[config.mk]
export PLATFORM = sky130hd
export DESIGN_NAME = parking_ctrl_flat
export DESIGN_NICKNAME = d
export VERILOG_FILES = /design/src/rtl/parking_ctrl_if.sv /design/src/rtl/parking_ctrl.sv /design/src/flat_wrapper.sv
export SDC_FILE = /design/constraint.sdc
export NUM_CORES = 1
export LEC_CHECK = 0
export ABC_CLOCK_PERIOD_IN_PS = 2300
export CORE_AREA = 10 10 47 49
export DETAILED_ROUTE_END_ITERATION = 7
export DIE_AREA = 0 0 57 59
export HOLD_SLACK_MARGIN = 0.15
export PLACE_DENSITY = 0.56
export SYNTH_ARGS = -nofsm -noshare
export SYNTH_HDL_FRONTEND = slang
export SYNTH_SLANG_ARGS = --single-unit
[constraint.sdc]
create_clock -name CLK -period 2.3 [get_ports CLK]
set_input_delay 0.46 -clock CLK [delete_from_list [all_inputs] [get_ports CLK]]
set_output_delay 0.46 -clock CLK [all_outputs]
set_load 0.02 [all_outputs]
[src/rtl/parking_ctrl_if.sv]
// Gate-side bundle for parking_ctrl: sensor requests in, slot status,
// door drive and accept/reject pulses out.
// The optional total_in statistics port exists only when PARKING_STATS_EN
// is defined.
interface parking_ctrl_if #(
  parameter int SLOTS = 4
) ();
  localparam int CW = $clog2(SLOTS + 1);

  logic          enter;
  logic          exit;
  logic [CW-1:0] free;
  logic          full;
  logic          empty;
  logic          open_door;
  logic          ack_enter;
  logic          ack_exit;
  logic          reject;
`ifdef PARKING_STATS_EN
  logic [15:0]   total_in;
`endif

`ifdef PARKING_STATS_EN
  // Sensor / supervisor side
  modport master (
    output enter, exit,
    input  free, full, empty, open_door, ack_enter, ack_exit, reject, total_in
  );
  // Controller side
  modport slave (
    input  enter, exit,
    output free, full, empty, open_door, ack_enter, ack_exit, reject, total_in
  );
`else
  // Sensor / supervisor side
  modport master (
    output enter, exit,
    input  free, full, empty, open_door, ack_enter, ack_exit, reject
  );
  // Controller side
  modport slave (
    input  enter, exit,
    output free, full, empty, open_door, ack_enter, ack_exit, reject
  );
`endif
endinterface

[src/rtl/parking_ctrl.sv]
// Parking-lot gate controller: tracks free slots, arbitrates enter/exit
// requests, holds the door open for DOOR_HOLD cycles per accepted
// transaction, and pulses ack/reject for one cycle.
// Optional feature macro: PARKING_STATS_EN adds a saturating 16-bit
// count of accepted entries on bus.total_in.
module parking_ctrl #(
  parameter int SLOTS     = 4,
  parameter int DOOR_HOLD = 3
) (
  input  logic          CLK,
  input  logic          RST,
  parking_ctrl_if.slave bus
);
  localparam int CW = $clog2(SLOTS + 1);
  localparam int HW = (DOOR_HOLD > 1) ? $clog2(DOOR_HOLD) : 1;
  localparam logic [CW-1:0] FULL_CNT  = CW'(SLOTS);
  localparam logic [HW-1:0] HOLD_LOAD = HW'(DOOR_HOLD - 1);

  typedef enum logic {
    ST_IDLE = 1'b0,
    ST_OPEN = 1'b1
  } state_e;

  state_e        state_q, state_d;
  logic [HW-1:0] hold_q, hold_d;
  logic [CW-1:0] free_q, free_d;
  logic          open_q, open_d;
  logic          ack_en_q, ack_en_d;
  logic          ack_ex_q, ack_ex_d;
  logic          rej_q, rej_d;
  logic          en_ok_s;
  logic          ex_ok_s;

  // Acceptance rules: an exit frees a slot, so a simultaneous enter is
  // still accepted at a full lot; an exit at an empty lot is never valid.
  always_comb begin
    ex_ok_s = bus.exit && (free_q != FULL_CNT);
    en_ok_s = bus.enter && ((free_q != {CW{1'b0}}) || ex_ok_s);
  end

  // Next-state logic for the door FSM, slot counter and pulses.
  always_comb begin
    state_d  = state_q;
    hold_d   = hold_q;
    free_d   = free_q;
    open_d   = open_q;
    ack_en_d = 1'b0;
    ack_ex_d = 1'b0;
    rej_d    = 1'b0;
    case (state_q)
      ST_IDLE: begin
        ack_en_d = en_ok_s;
        ack_ex_d = ex_ok_s;
        rej_d    = (bus.enter && !en_ok_s) || (bus.exit && !ex_ok_s);
        if (en_ok_s && !ex_ok_s) begin
          free_d = free_q - {{(CW-1){1'b0}}, 1'b1};
        end else if (ex_ok_s && !en_ok_s) begin
          free_d = free_q + {{(CW-1){1'b0}}, 1'b1};
        end else begin
          free_d = free_q;
        end
        if (en_ok_s || ex_ok_s) begin
          state_d = ST_OPEN;
          hold_d  = HOLD_LOAD;
          open_d  = 1'b1;
        end else begin
          state_d = ST_IDLE;
          hold_d  = {HW{1'b0}};
          open_d  = 1'b0;
        end
      end
      ST_OPEN: begin
        // Requests are ignored while the door is open.
        if (hold_q == {HW{1'b0}}) begin
          state_d = ST_IDLE;
          open_d  = 1'b0;
        end else begin
          state_d = ST_OPEN;
          hold_d  = hold_q - {{(HW-1){1'b0}}, 1'b1};
          open_d  = 1'b1;
        end
      end
      default: begin
        state_d = ST_IDLE;
        hold_d  = {HW{1'b0}};
        open_d  = 1'b0;
      end
    endcase
  end

  // State register with synchronous reset to an empty lot, door closed.
  always_ff @(posedge CLK) begin
    if (RST) begin
      state_q  <= ST_IDLE;
      hold_q   <= {HW{1'b0}};
      free_q   <= FULL_CNT;
      open_q   <= 1'b0;
      ack_en_q <= 1'b0;
      ack_ex_q <= 1'b0;
      rej_q    <= 1'b0;
    end else begin
      state_q  <= state_d;
      hold_q   <= hold_d;
      free_q   <= free_d;
      open_q   <= open_d;
      ack_en_q <= ack_en_d;
      ack_ex_q <= ack_ex_d;
      rej_q    <= rej_d;
    end
  end

`ifdef PARKING_STATS_EN
  logic [15:0] total_q, total_d;

  // Saturating count of accepted entries, stepping with ack_enter.
  always_comb begin
    if (ack_en_d && (total_q != 16'hFFFF)) begin
      total_d = total_q + 16'd1;
    end else begin
      total_d = total_q;
    end
  end

  // Entry statistics register, cleared by reset.
  always_ff @(posedge CLK) begin
    if (RST) begin
      total_q <= 16'd0;
    end else begin
      total_q <= total_d;
    end
  end

  assign bus.total_in = total_q;
`endif

  assign bus.free      = free_q;
  assign bus.full      = (free_q == {CW{1'b0}});
  assign bus.empty     = (free_q == FULL_CNT);
  assign bus.open_door = open_q;
  assign bus.ack_enter = ack_en_q;
  assign bus.ack_exit  = ack_ex_q;
  assign bus.reject    = rej_q;
endmodule
[src/flat_wrapper.sv]
// flat-port wrapper written by rule: the top's interface ports become plain ports
module parking_ctrl_flat 
#(
  parameter int SLOTS     = 4,
  parameter int DOOR_HOLD = 3
)
  (CLK, RST, bus_enter, bus_exit, bus_free, bus_full, bus_empty, bus_open_door, bus_ack_enter, bus_ack_exit, bus_reject);
  parking_ctrl_if #(.SLOTS(SLOTS)) bus_i ();
  input  logic CLK;
  input  logic RST;
  input wire logic [$bits(bus_i.enter)-1:0] bus_enter;
  input wire logic [$bits(bus_i.exit)-1:0] bus_exit;
  output wire logic [$bits(bus_i.free)-1:0] bus_free;
  output wire logic [$bits(bus_i.full)-1:0] bus_full;
  output wire logic [$bits(bus_i.empty)-1:0] bus_empty;
  output wire logic [$bits(bus_i.open_door)-1:0] bus_open_door;
  output wire logic [$bits(bus_i.ack_enter)-1:0] bus_ack_enter;
  output wire logic [$bits(bus_i.ack_exit)-1:0] bus_ack_exit;
  output wire logic [$bits(bus_i.reject)-1:0] bus_reject;
  assign bus_i.enter = bus_enter;
  assign bus_i.exit = bus_exit;
  assign bus_free = bus_i.free;
  assign bus_full = bus_i.full;
  assign bus_empty = bus_i.empty;
  assign bus_open_door = bus_i.open_door;
  assign bus_ack_enter = bus_i.ack_enter;
  assign bus_ack_exit = bus_i.ack_exit;
  assign bus_reject = bus_i.reject;
  parking_ctrl #(.SLOTS(SLOTS), .DOOR_HOLD(DOOR_HOLD)) u_core (.CLK(CLK), .RST(RST), .bus(bus_i));
endmodule
==> Yosys cells after proc, flatten, opt, wreduce, memory -nomap -nowiden <==
Cells that the tools add are included.
{ "totals": {"reg_bits": 9, "input_bits": 4} }
{ "classes": {"n_addsub": 3, "n_eq_ne": 3, "n_mux": 8, "bitwise_logic": 1, "reduce_logical": 17} }
{ "ops": {"columns": ["operator", "n"], "rows": [
  ["logical AND 1 bit", 6],
  ["two-way mux 3 bit", 2],
  ["two-way mux 2 bit", 2],
  ["one-hot mux 2 bit (2 select lines)", 1],
  ["adder 3 x 1 -> 3 bit (second input constant)", 1],
  ["equality test 3 bit (second input constant)", 1],
  ["zero test 3 bit", 1],
  ["logical OR 1 bit", 3],
  ["inequality test 3 bit (second input constant)", 1],
  ["nonzero test 3 bit", 1],
  ["subtractor 3 x 1 -> 3 bit (second input constant)", 1],
  ["zero test 1 bit", 2],
  ["zero test 2 bit", 1],
  ["two-way mux 1 bit", 2],
  ["inequality test 2 bit (second input constant)", 1],
  ["one-hot mux 1 bit (2 select lines)", 1],
  ["AND reduction 2 bit", 1],
  ["nonzero test 2 bit", 1],
  ["OR reduction 2 bit", 1],
  ["subtractor 2 x 1 -> 2 bit (second input constant)", 1],
  ["NOT 1 bit", 1]
]} }

==> Logic depth before layout (Yosys ltp) <==
{ "depth": {"depth_word": 8, "ltp_mapped": 7, "depth_no_buf": 7} }

==> Worst setup path after synthesis <==
No wires, ideal clock.
{ "synth_path": {"path_type": "flip-flop to flip-flop", "from": "reg u_core.free_q[0] (netlist: u_core.bus.free[0])", "to": "reg u_core.free_q[2] (netlist: u_core.bus.free[2])", "setup_ps": 120, "arrival_time_ps": 1942, "required_time_ps": 2180, "path_slack_ps": 238, "stages_incl_launch_ff": 8, "path_buffers": 0, "period_less_slack_ps": 2062, "path_cell_list": "dfxtp_1 > nor3b_2 > nand2b_1 > ha_1 > fa_1 > xor2_1 > a21oi_1 > o21bai_2"} }
{ "synth_via": {"elab_chain_len": 8, "elab_cells_between_ends": 15} }
{ "synth_lines": {"columns": ["element", "line", "source"], "rows": [
  ["start: declaration", "parking_ctrl.sv:26", "logic [CW-1:0] free_q, free_d;"],
  ["start signal: assignment", "parking_ctrl.sv:104", "free_q <= free_d;"],
  ["inequality test 3 bit", "parking_ctrl.sv:37", "ex_ok_s = bus.exit && (free_q != FULL_CNT);"],
  ["logical AND 1 bit", "parking_ctrl.sv:37", null],
  ["logical OR 1 bit", "parking_ctrl.sv:38", "en_ok_s = bus.enter && ((free_q != {CW{1'b0}}) || ex_ok_s);"],
  ["logical AND 1 bit", "parking_ctrl.sv:38", null],
  ["zero test 1 bit", "parking_ctrl.sv:57", "end else if (ex_ok_s && !en_ok_s) begin"],
  ["logical AND 1 bit", "parking_ctrl.sv:57", null],
  ["nonzero test 2 bit (no source line)", null, null],
  ["AND reduction 2 bit (no source line)", null, null]
]} }
Parallel ways exist; a longest one is shown, timed or not. The select of a mux whose other input is x is not followed.
A chain may end at the register's enable or synchronous reset.

==> Worst setup path in the final report <==
{ "layout_path": {"from": "in bus_exit", "to": "reg u_core.free_q[2] (netlist: u_core.bus.free[2])"} }
{ "layout_via": {"elab_chain_len": 7, "elab_cells_between_ends": 10} }
{ "layout_lines": {"columns": ["element", "line", "source"], "rows": [
  ["start: declaration", "flat_wrapper.sv:12", "input wire logic [$bits(bus_i.exit)-1:0] bus_exit;"],
  ["logical AND 1 bit (*)", "parking_ctrl.sv:37", null],
  ["logical OR 1 bit (*)", "parking_ctrl.sv:38", null],
  ["logical AND 1 bit (*)", "parking_ctrl.sv:38", null],
  ["net u_core.en_ok_s", "parking_ctrl.sv:31", "logic en_ok_s;"],
  ["zero test 1 bit", "parking_ctrl.sv:57", null],
  ["logical AND 1 bit", "parking_ctrl.sv:57", null],
  ["nonzero test 2 bit (no source line)", null, null],
  ["AND reduction 2 bit (no source line)", null, null]
]} }
The timed path passes the listed nets; every way through them passes the cells marked *.

==> results.tsv <==
metric	value	unit
r2r_setup_slack	0.28	ns
period_share	0.925	
wirelength	877	um
ys_ff_latch	9	
cts_tree	yes	
cts_buffer_depth	2	
core	0.00140	mm2
die_h	59	um
grt_max_degree	10	
routed_via_density	4.61	
r2r_end	u_core.bus.free[2]	
synth.largest_area_cell	dfxtp_1	
grt-ovfl-total	0	
reg2reg_from	u_core.bus.free[0]	
cp.depth	8	
fmax	470	MHz
gp_congestion	0.675	
tightest_slew	0.323	ns
drive_gt1_frac	0.197	
synthTopCellsByArea	dfxtp_1, ha_1, fa_1	
dr.pass1.iters	2	
yosys.area_share.adder	0.131	
cts-htree-levels	1	
worstPathCellList	clkdlybuf4s50_1 > o41ai_2 > inv_1 > ha_1 > fa_1 > xor2_1 > and3_1 > o21bai_2	
yosysWarnings	0	
antenna_found_initial	0	
numClockSinks	9	
end_kind	flop	
route.top_layer_used	met4	
synthDistinctLibCells	22	
port_buffers	12	
synth.cell_area	439	um2
cts-root-buf	clkbuf_4	
grtUsageTotal	0.0652	
slew_viol_final	0	
crit_type	input pin to flop	
grt_pass1_wl	1.70	mm
worst_path_max_delay_cell	clkdlybuf4s50_1	
combPwrFrac	0.561	
final.setup.worst_slack	0.171	ns
synth_top_family_by_area	simple AND/OR/NAND/NOR gates	
min_period	2.13	ns
wl_met2	321	um
hpwl	677	um
power_density	1420	mW/mm2
muxShareOfSynthArea	0.0228	
first_iter_violations	4	
num_vias	355	
numCtsBuffers	3	
path_buf_inv	2	
synth_cells	42	
postCtsSetupBuffers	0	
drt-met1-wl	435	um
power.total	0.896	mW
diodes	0	
route.met3.wl	111	um
synth_top_cell_area_share	0.410	
hold_viol	0	
rsz0062_at_grt	no	
hold_path.class	flop to flop	
clk_pin_slew	0.06	ns
synth_xor_xnor_area_share	0.0598	
ctsResizeCount	0	
max_cap_violations	0	
yosys.area_share.simple	0.205	
cellLeakagePower	0.258	nW
initial_core_util	0.313	
switching_share	0.402	
nets	70	
num_io_pins	13	
route.detailed.drc	0	
ir_drop	0.757	mV
clkLatencyLatePin	0.25	ns
wl_per_cell	11.4	um
syn-num-nets	50	
critPathMaxStageDelay	0.43	ns
critPathTopFamily	adder cells	
dieArea	0.00336	mm2
worstPathRequired	2.44	ns
cts_hold_buf	0	
die_x	57	um
cp_max_fo	2	
whs_path_depth	2	
grt_pass1_vias	380	
p_int	0.536	mW
fin_skew	0.00855	ns
cp.arrival	2.27	ns
crit_path_start_kind	input pin	
worstHoldStart	u_core.hold_q[1]	
clkPwrFrac	0.129	
power.switching	0.360	mW
relSlewSlack	0.784	
rows	14	
holdPathEnd	u_core.hold_q[1]	
finalSetupViolCount	0	
dp_slack	-0.0948	ns
outcome	completed	
seq_area_frac_synth	0.410	
syn_to_final_growth	43.9	%
postSynthAreaPerCell	10.5	um2
synth-compound-area-share	0.137	
reg2reg_depth	7	
antenna_left	0	
seqPwrFrac	0.310	
## stage by stage
| step | utilization | TNS (ns) | std cells | cell area [um2] | hold WS [ns] |
|---|---|---|---|---|---|
| after floorplan | - | 0 | 42 | 439 | 0.522 |
| after global routing | 0.451 | 0 | 77 | 632 | 0.607 |
| after CTS | 0.451 | 0 | 77 | 632 | 0.560 |
| after detailed placement | 0.432 | -0.0948 | 73 | 606 | 0.547 |
| final | 0.451 | 0 | 77 | 632 | 0.558 |
| after global placement | 0.432 | -0.0467 | 73 | 606 | 0.547 |
## worst reg2reg max path: stages (launching register included)
cell      delay [ns]
dfxtp_1         0.39
o41ai_2         0.40
inv_1           0.09
ha_1            0.22
fa_1            0.38
xor2_1          0.19
and3_1          0.19
o21bai_2        0.05
## worst max-delay path by stage
stage / from / slack, ns / endpoint
2_1_floorplan: u_core.bus.free[0] / 0.24 / u_core.bus.free[2]
3_3_place_gp: bus_exit / -0.05 / u_core.bus.free[2]
3_5_place_dp: bus_exit / -0.09 / u_core.bus.free[2]
4_1_cts: bus_exit / 0.17 / u_core.bus.free[2]
5_1_grt: bus_exit / 0.07 / u_core.bus.free[2]
6_report: bus_exit / 0.17 / u_core.bus.free[2]
## power groups by stage
stage	combinational (mW)	sequential [mW]	clock [mW]
2_1_floorplan	0.257	0.321	0
6_report	0.503	0.278	0.115
3_3_place_gp	0.506	0.284	0
5_1_grt	0.561	0.290	0.140
3_5_place_dp	0.503	0.282	0
4_1_cts	0.512	0.279	0.122
## logic make-up after synthesis
family	Yosys count
simple gates	14
fa+ha+maj	4
mux	1
buf+inv	4
flops	9
compound gates	7
xor+xnor	3
## registers in the layout, indices dropped and copies added (netlist names)
| register | flops |
|---|---|
| u_core.hold_q | 2 |
| u_core.bus.ack_enter | 1 |
| u_core.state_q | 1 |
| u_core.bus.reject | 1 |
| u_core.bus.free | 3 |
| u_core.bus.ack_exit | 1 |
## per-layer routing
metal	track usage	up-vias
met2	0.0775	11
met3	0.0536	2
met5	0	-
met1	0.0723	159
li1	-	183
met4	0.0503	0
## cell usage after synthesis
library cell  number
nor2b_1            2
nor3_2             1
inv_1              3
dfxtp_1            9
a211oi_1           2
nor2_1             3
xor2_1             2
ha_1               3
nor3b_1            1
nor3_1             3
o21bai_2           1
o41ai_2            1
nor2b_2            1
nand2b_1           1
fa_1               1
xnor2_1            1
nor3b_2            1
clkbuf_1           1
a22oi_1            1
and3_1             1
a21oi_1            2
mux2i_1            1
## cell usage in the layout (no fill, tap or decap), drive strengths merged
cell type      count
dfxtp              9
clkdlybuf4s50     12
buf                4
clkbuf             4
fa                 1
ha                 3
a21oi              2
a22oi              1
nor2b              3
nand2b             1
xor2               2
nor3               4
a211oi             2
o21bai             1
mux2i              1
nor2               3
nor3b              2
o41ai              1
xnor2              1
and3               1
inv                3
## final cells by class
| type | count | area [um2] |
|---|---|---|
| fill | 146 | 769 |
| multi-input combinational | 29 | 244 |
| sequential | 9 | 180 |
| timing repair buffer | 16 | 150 |
| clock buffer | 4 | 26.3 |
| tap | 16 | 20.0 |
| inverter | 3 | 11.3 |
Note: power is estimated with default switching activity, not from simulation.
